==> config.mk <==
export PLATFORM = sky130hd
export DESIGN_NAME = clk_period_meter
export DESIGN_NICKNAME = d
export VERILOG_FILES = /design/src/rtl/meter_pkg.sv /design/src/rtl/sync_rise_det.sv /design/src/rtl/clk_period_meter.sv
export SDC_FILE = /design/constraint.sdc
export NUM_CORES = 1
export LEC_CHECK = 0
export ABC_AREA = 1
export CORE_ASPECT_RATIO = 0.8
export CORE_MARGIN = 2
export CORE_UTILIZATION = 33
export DETAILED_ROUTE_END_ITERATION = 6
export GPL_TIMING_DRIVEN = 0
export PLACE_DENSITY_LB_ADDON = 0.2
export SETUP_SLACK_MARGIN = 0.5
export SYNTH_ARGS = -nofsm -noshare
export SYNTH_HDL_FRONTEND = slang
export SYNTH_SLANG_ARGS = --single-unit
==> constraint.sdc <==
create_clock -name clk_in -period 4.46 [get_ports clk_in]
set_clock_uncertainty 0.05 [all_clocks]
set_input_delay 0.892 -clock clk_in [delete_from_list [all_inputs] [get_ports clk_in]]
set_output_delay 0.892 -clock clk_in [all_outputs]
set_load 0.05 [all_outputs]
==> src/rtl/meter_pkg.sv <==
// Shared types and default sizing for the clock period meter.
package meter_pkg;

    // Measurement state machine encoding
    typedef enum logic [1:0] {
        IDLE    = 2'd0,
        ARM     = 2'd1,
        MEASURE = 2'd2
    } meter_state_t;

    localparam int unsigned DEFAULT_WIDTH          = 32;
    localparam int unsigned DEFAULT_SYNC_STAGES    = 2;
    localparam int unsigned DEFAULT_TIMEOUT_CYCLES = 100_000_000;

endpackage

==> src/rtl/sync_rise_det.sv <==
// Multi-flop synchronizer for an asynchronous level, plus a rising-edge pulse.
// Reusable for any slow asynchronous input (strobes, push buttons).
module sync_rise_det
    import meter_pkg::*;
#(
    parameter int unsigned SYNC_STAGES = DEFAULT_SYNC_STAGES
) (
    input  logic clk_in,
    input  logic reset,
    input  logic sig_in,
    output logic s,
    output logic rise
);

    logic [SYNC_STAGES-1:0] sync_reg;
    logic                   s_d_reg;

    // Shift the raw input through the synchronizer chain and keep one delayed copy of the output
    always_ff @(posedge clk_in) begin
        if (reset) begin
            sync_reg <= '0;
            s_d_reg  <= 1'b0;
        end else begin
            sync_reg <= {sync_reg[SYNC_STAGES-2:0], sig_in};
            s_d_reg  <= sync_reg[SYNC_STAGES-1];
        end
    end

    assign s    = sync_reg[SYNC_STAGES-1];
    assign rise = s & ~s_d_reg;

endmodule

==> src/rtl/clk_period_meter.sv <==
// Measures period and high time of a slow asynchronous square wave in clk_in cycles.
// Reports each measurement with a one-cycle valid pulse; flags a sticky timeout when
// no rising edge arrives within TIMEOUT_CYCLES.
module clk_period_meter
    import meter_pkg::*;
#(
    parameter int unsigned WIDTH          = DEFAULT_WIDTH,
    parameter int unsigned SYNC_STAGES    = DEFAULT_SYNC_STAGES,
    parameter int unsigned TIMEOUT_CYCLES = DEFAULT_TIMEOUT_CYCLES
) (
    input  logic             clk_in,
    input  logic             reset,
    input  logic             enable,
    input  logic             sig_in,
    output logic [WIDTH-1:0] period,
    output logic [WIDTH-1:0] high_time,
    output logic             valid,
    output logic             timeout
);

    localparam logic [WIDTH-1:0] CNT_MAX      = '1;
    localparam logic [WIDTH-1:0] CNT_ONE      = WIDTH'(1);
    // Compared in 64 bits so a threshold beyond the counter range simply never fires
    // and the counters saturate instead.
    localparam logic [63:0]      TIMEOUT_LAST = 64'(TIMEOUT_CYCLES) - 64'd1;

    meter_state_t     state_reg, state_next;
    logic [WIDTH-1:0] p_cnt_reg, p_cnt_next;
    logic [WIDTH-1:0] h_cnt_reg, h_cnt_next;
    logic [WIDTH-1:0] period_reg, period_next;
    logic [WIDTH-1:0] high_reg, high_next;
    logic             valid_reg, valid_next;
    logic             timeout_reg, timeout_next;

    logic s;
    logic rise;
    logic p_at_max;
    logic h_at_max;
    logic at_timeout;

    sync_rise_det #(
        .SYNC_STAGES(SYNC_STAGES)
    ) u_sync (
        .clk_in (clk_in),
        .reset  (reset),
        .sig_in (sig_in),
        .s      (s),
        .rise   (rise)
    );

    assign p_at_max   = (p_cnt_reg == CNT_MAX);
    assign h_at_max   = (h_cnt_reg == CNT_MAX);
    assign at_timeout = (64'(p_cnt_reg) == TIMEOUT_LAST);

    // State, counter and result registers
    always_ff @(posedge clk_in) begin
        if (reset) begin
            state_reg   <= IDLE;
            p_cnt_reg   <= '0;
            h_cnt_reg   <= '0;
            period_reg  <= '0;
            high_reg    <= '0;
            valid_reg   <= 1'b0;
            timeout_reg <= 1'b0;
        end else begin
            state_reg   <= state_next;
            p_cnt_reg   <= p_cnt_next;
            h_cnt_reg   <= h_cnt_next;
            period_reg  <= period_next;
            high_reg    <= high_next;
            valid_reg   <= valid_next;
            timeout_reg <= timeout_next;
        end
    end

    // Next-state logic: enable low dominates, a rise beats the timeout threshold
    always_comb begin
        state_next   = state_reg;
        p_cnt_next   = p_cnt_reg;
        h_cnt_next   = h_cnt_reg;
        period_next  = period_reg;
        high_next    = high_reg;
        valid_next   = 1'b0;
        timeout_next = timeout_reg;

        if (!enable) begin
            state_next = IDLE;
            p_cnt_next = '0;
            h_cnt_next = '0;
        end else begin
            case (state_reg)
                IDLE: begin
                    p_cnt_next = '0;
                    h_cnt_next = '0;
                    state_next = ARM;
                end
                ARM: begin
                    // First edge only starts the count; the rise cycle itself is high.
                    if (rise) begin
                        p_cnt_next = '0;
                        h_cnt_next = CNT_ONE;
                        state_next = MEASURE;
                    end
                end
                MEASURE: begin
                    if (rise) begin
                        period_next  = p_at_max ? CNT_MAX : p_cnt_reg + CNT_ONE;
                        high_next    = h_cnt_reg;
                        valid_next   = 1'b1;
                        timeout_next = 1'b0;
                        p_cnt_next   = '0;
                        h_cnt_next   = CNT_ONE;
                    end else if (at_timeout) begin
                        timeout_next = 1'b1;
                        p_cnt_next   = '0;
                        h_cnt_next   = '0;
                        state_next   = ARM;
                    end else begin
                        if (!p_at_max) begin
                            p_cnt_next = p_cnt_reg + CNT_ONE;
                        end
                        if (s && !h_at_max) begin
                            h_cnt_next = h_cnt_reg + CNT_ONE;
                        end
                    end
                end
                default: begin
                    state_next = IDLE;
                end
            endcase
        end
    end

    assign period    = period_reg;
    assign high_time = high_reg;
    assign valid     = valid_reg;
    assign timeout   = timeout_reg;

endmodule
=== Word level (Yosys, flattened, before mapping) ===
Index checks and enable logic that the tools add are counted.

* RAM bits: 0
* Latch bits: 0
* Memories kept: 0
* Output and inout bits: 66
* Input port bits: 4
* Flip-flop bits (word level): 135
* Memory bits (read-only): 0

* Equality and inequality tests: 10
* Add/subtract/negate cells: 2
* Reduce and logical (&&, ||, !) cells: 12
* Order comparisons: 0
* Shift-type cells: 0
* Multipliers: 0
* Bitwise gates (word level): 4
* Divide/modulo/power cells: 0
* Muxes and demuxes: 18

{| class="wikitable"
|+ Operators by type and width
! cell !! number
|-
| 32-bit two-way mux || 9
|-
| 32-bit case mux with 3 select lines || 2
|-
| 32-bit by 1-bit adder with 32-bit output, second input constant || 2
|-
| 32-bit == test, second input constant || 2
|-
| 32-bit by 27-bit == test with 1-bit output, second input constant || 1
|-
| 3-bit AND reduction || 5
|-
| 4-bit inequality test, second input constant || 2
|-
| 2-bit two-way mux || 3
|-
| 2-bit inequality test, second input constant || 3
|-
| 2-bit case mux with 3 select lines || 1
|-
| 1-bit two-way mux || 3
|-
| 1-bit NOT || 3
|-
| 3-bit nonzero test || 1
|-
| 3-bit OR reduction || 1
|-
| 2-bit by 1-bit == test with 1-bit output, second input constant || 1
|-
| 2-bit == test, second input constant || 1
|-
| 2-bit zero test || 1
|-
| 2-bit nonzero test || 1
|-
| 2-bit OR reduction || 1
|-
| 1-bit bitwise AND || 1
|-
| 1-bit logical AND || 1
|-
| 1-bit zero test || 1
|}

=== Longest topological paths before layout ===
* Depth after elaboration: 7
* Mapped depth: 14
* Depth with buffers taken out: 13

=== By module ===
Synthesis repeated with hierarchy kept, for this count alone.

* Cells, all modules: 1,101
* Area, all modules: 7,090.6 sq um

{| class="wikitable"
|+ By module, submodules not included
! module !! area an instance (sq um) !! cells an instance !! times used
|-
| clk_period_meter || 7,004.2 || 1,091 || 1
|-
| sync_rise_det || 86.3 || 10 || 1
|}

=== Worst setup path after synthesis ===
Ideal clock, no wire load.

* Path type: in2reg
* Start point: input enable
* End point: register high_reg[21] (netlist: high_time[21])
* Stages on the path: 8
* Library setup time: 0.076 ns
* Arrival time: 1.995 ns
* Path buffers: 2
* Setup slack: 2.339 ns
* Required time: 4.334 ns
* Cells stage by stage: inv_1 -> nor2_1 -> inv_2 -> nor2_2 -> inv_2 -> buf_2 -> buf_2 -> o22ai_1

* Cells in the longest elaborated chain, start to end: 1

{| class="wikitable"
|+ Ends and longest elaborated chain
! what !! line !! source
|-
| from (decl) || clk_period_meter.sv:13 || <nowiki>input logic enable,</nowiki>
|-
| 3-bit AND reduction (no source line) || -- ||
|-
| to (signal assigned) || clk_period_meter.sv:70 || <nowiki>high_reg <= high_next;</nowiki>
|-
| to (decl) || clk_period_meter.sv:31 || <nowiki>logic [WIDTH-1:0] high_reg, high_next;</nowiki>
|}

No other way between the ends.
A chain may end at the register's enable or synchronous reset.

=== Worst setup path after layout ===
* Start point: input enable
* End point: register high_reg[29] (netlist: high_time[29])

The elaborated chain is that of the path after synthesis.

==> flow_metrics.env <==
export IMPL_hold_viol_final=0
export IMPL_clk_path_buf_depth=2
export IMPL_start_util=0.334
export IMPL_hold_class="reg -> reg"
export IMPL_cp_start_kind="primary input"
export IMPL_setup_viol=0
export IMPL_p_leak_nw=3.33
export IMPL_dieArea_sq_um=22900
export IMPL_diodes=0
export IMPL_grt_pass1_wl_mm=36.9
export IMPL_r2r_start="p_cnt_reg[0]"
export IMPL_critPathCaptureType="register"
export IMPL_cts_resized=0
export IMPL_status="finished clean"
export IMPL_io_buffers=69
export IMPL_hold_ws_ns=0.354
export IMPL_cp_top_family="buffers and inverters"
export IMPL_min_period_over_period=0.628
export IMPL_placed_cells=1463
export IMPL_crit_type="in -> reg"
export IMPL_period_needed_ns=2.80
export IMPL_cts_sinks=135
export IMPL_synth_seq_cells=135
export IMPL_crit_cells=9
export IMPL_r2r_slack_ns=1.81
export IMPL_setup_tns_ns=0
export IMPL_drt_drc_violations_left=0
export IMPL_track_usage=0.209
export IMPL_min_from="u_sync.sync_reg[0]"
export IMPL_drt_iter0_markers=603
export IMPL_root_buffer="clkbuf_16"
export IMPL_ys_types=35
export IMPL_synth_warnings=0
export IMPL_cp_num_buf_inv=6
export IMPL_post_cts_setup_buffers=0
export IMPL_syn_area_per_cell_sq_um=6.40
export IMPL_num_vias=7268
export IMPL_cts_max_level=4
export IMPL_reg2reg_depth=10
export IMPL_grt_max_degree=17
export IMPL_power_mw=2.97
export IMPL_core_sq_um=21400
export IMPL_syn2layout_area_growth_pct=23.6
export IMPL_fmax_mhz=357
export IMPL_antenna_found_initial=0
export IMPL_whs_path_depth=2
export IMPL_maxCapViolations=0
export IMPL_seq_area_sq_um=2700
export IMPL_fillers=2258
export IMPL_dr_pass1_iters=7
export IMPL_finish_instance_area_sq_um=8850
export IMPL_wl_per_cell_um=15.7
export IMPL_multi_input_area_sq_um=3680
export IMPL_ir_worst_vdd_v=0.000180
export IMPL_syn_nets=1129
export IMPL_ys_seq_area_frac=0.377
export IMPL_crit_required_ns=4.76
export IMPL_crit_slowest_cell="clkdlybuf4s50_1"
export IMPL_cts_clk_slew_worst_paths_ns=0.06
export IMPL_cellPowerDensity_nw_per_um2=335
export IMPL_dp_hpwl_mm=17.9
export IMPL_final_cells=1495
export IMPL_ant_nets=0
export IMPL_rows=48
export IMPL_netlist_area_sq_um=7160
export IMPL_setup_ws_ns=1.66
export IMPL_r2r_end="period[28]"
export IMPL_gp_congestion=0.919
export IMPL_whs_endpoint="u_sync.sync_reg[1]"
export IMPL_cts_tree="yes"
export IMPL_place_ws_ns=1.23
export IMPL_ios=70
export IMPL_avgViaCountPerCell=4.86
export IMPL_drive_gt1_frac=0.0664
export IMPL_fp_dieW_um=169
export IMPL_die_y_um=136
export IMPL_rsz0062_at_grt="no"
export IMPL_first_global_vias=6565
export IMPL_max_slew_margin_rel=0.534
export IMPL_max_stage_delay_ns=0.53
export IMPL_cp_cell_sequence="clkdlybuf4s50_1 > inv_1 > nor2_1 > inv_2 > nor2_2 > inv_2 > buf_2 > buf_2 > o22ai_1"
export IMPL_final_util=0.413
export IMPL_cts_made_buffers=17
export IMPL_nets=1217
export IMPL_gr_total_overflow=0
export IMPL_clk_latency_ns=0.43
export IMPL_tightest_slew_ns=0.699
export IMPL_slew_viol_final=0
export IMPL_synth_cells=1119
export IMPL_hold_buffers=0
export IMPL_wl_mm=23.5
export IMPL_path_max_fanout=10
export IMPL_crit_arrival_ns=3.11
export IMPL_placed_cell_area_sq_um=8200
kinds of logic (layout without fill, tap and decap cells):
kind of cell             Yosys count  after routing  synth area share
AO/OA/AOI/OAI                    141            141             0.112
XOR/XNOR                          21             21            0.0257
adder cells (fa/ha/maj)            6              6            0.0105
buffers and inverters            196            297             0.109
flip-flops                       135            135             0.377
AND/OR/NAND/NOR                  620            620             0.366
cell type report:
class                           instances  area share
Multi-Input combinational cell        788       0.416
Sequential cell                       135       0.305
Timing Repair Buffer                   69      0.0780
Inverter                              153      0.0649
Clock buffer                           20      0.0527
Tap cell                              275      0.0389
Buffer                                 43      0.0230
Clock inverter                         12      0.0213
how the worst max path moves through the flow:
stage	from	endpoint	slack, ns
finish	enable	high_time[29]	1.66
global route	enable	high_time[30]	1.41
CTS	enable	high_time[24]	1.67
detailed placement	enable	high_time[24]	1.23
global placement	enable	high_time[24]	1.30
floorplan	enable	high_time[21]	2.34
cells in the mapped netlist, drive strengths merged:
| master | count | area [sq um] |
|---|---|---|
| nand4 | 45 | 297 |
| nand3b | 4 | 30.0 |
| o211ai | 1 | 7.51 |
| nand2 | 334 | 1260 |
| o22ai | 29 | 181 |
| nor3 | 10 | 50.1 |
| xnor2 | 3 | 26.3 |
| inv | 153 | 574 |
| xor2 | 18 | 158 |
| ha | 6 | 75.1 |
| and3 | 3 | 18.8 |
| nor2 | 177 | 716 |
| nor4 | 1 | 6.26 |
| a21oi | 53 | 265 |
| dfxtp | 135 | 2700 |
| or2 | 1 | 6.26 |
| o221ai | 8 | 70.1 |
| o21ai | 34 | 178 |
| nor3b | 1 | 7.51 |
| clkbuf | 20 | 75.1 |
| buf | 23 | 129 |
| nand3 | 44 | 225 |
| a31oi | 16 | 100 |
tightest hold or removal path: cells and delay by family, from the launching register on:
kind                   cells  cell delay, ns
and+or+nand+nor            1            0.03
buffers and inverters      1            0.04
DFF                        1            0.29
metal layers:
metal	vias to the layer above	part of all wire	track usage
met5	-	0	0
met4	0	0.0069	0.0374
met3	16	0.071	0.0508
met2	242	0.36	0.266
met1	3257	0.56	0.344
li1	3753	-	-
cell usage in the layout (no fill, tap or decap), drive strengths merged:
master,netlist,routed
nand2,334,334
nor2,177,177
inv,153,157
dfxtp,135,135
clkdlybuf4s50,0,69
a21oi,53,53
nand4,45,45
nand3,44,44
clkbuf,20,40
o21ai,34,34
o22ai,29,29
buf,23,23
xor2,18,18
a31oi,16,16
nor3,10,10
o221ai,8,8
ha,6,6
nand3b,4,4
bufinv,0,4
xnor2,3,3
and3,3,3
clkinv,0,3
or2,1,1
o211ai,1,1
nor4,1,1
nor3b,1,1
clkinvlp,0,1
where the power goes:
group | leakage, nW | switching, mW | internal [mW]
Clock | 0.318 | 0.600 | 0.991
Combinational | 1.92 | 0.116 | 0.0406
Sequential | 1.09 | 0.00701 | 1.21
Total | 3.33 | 0.723 | 2.24
Power figures use the tool's default switching activity.
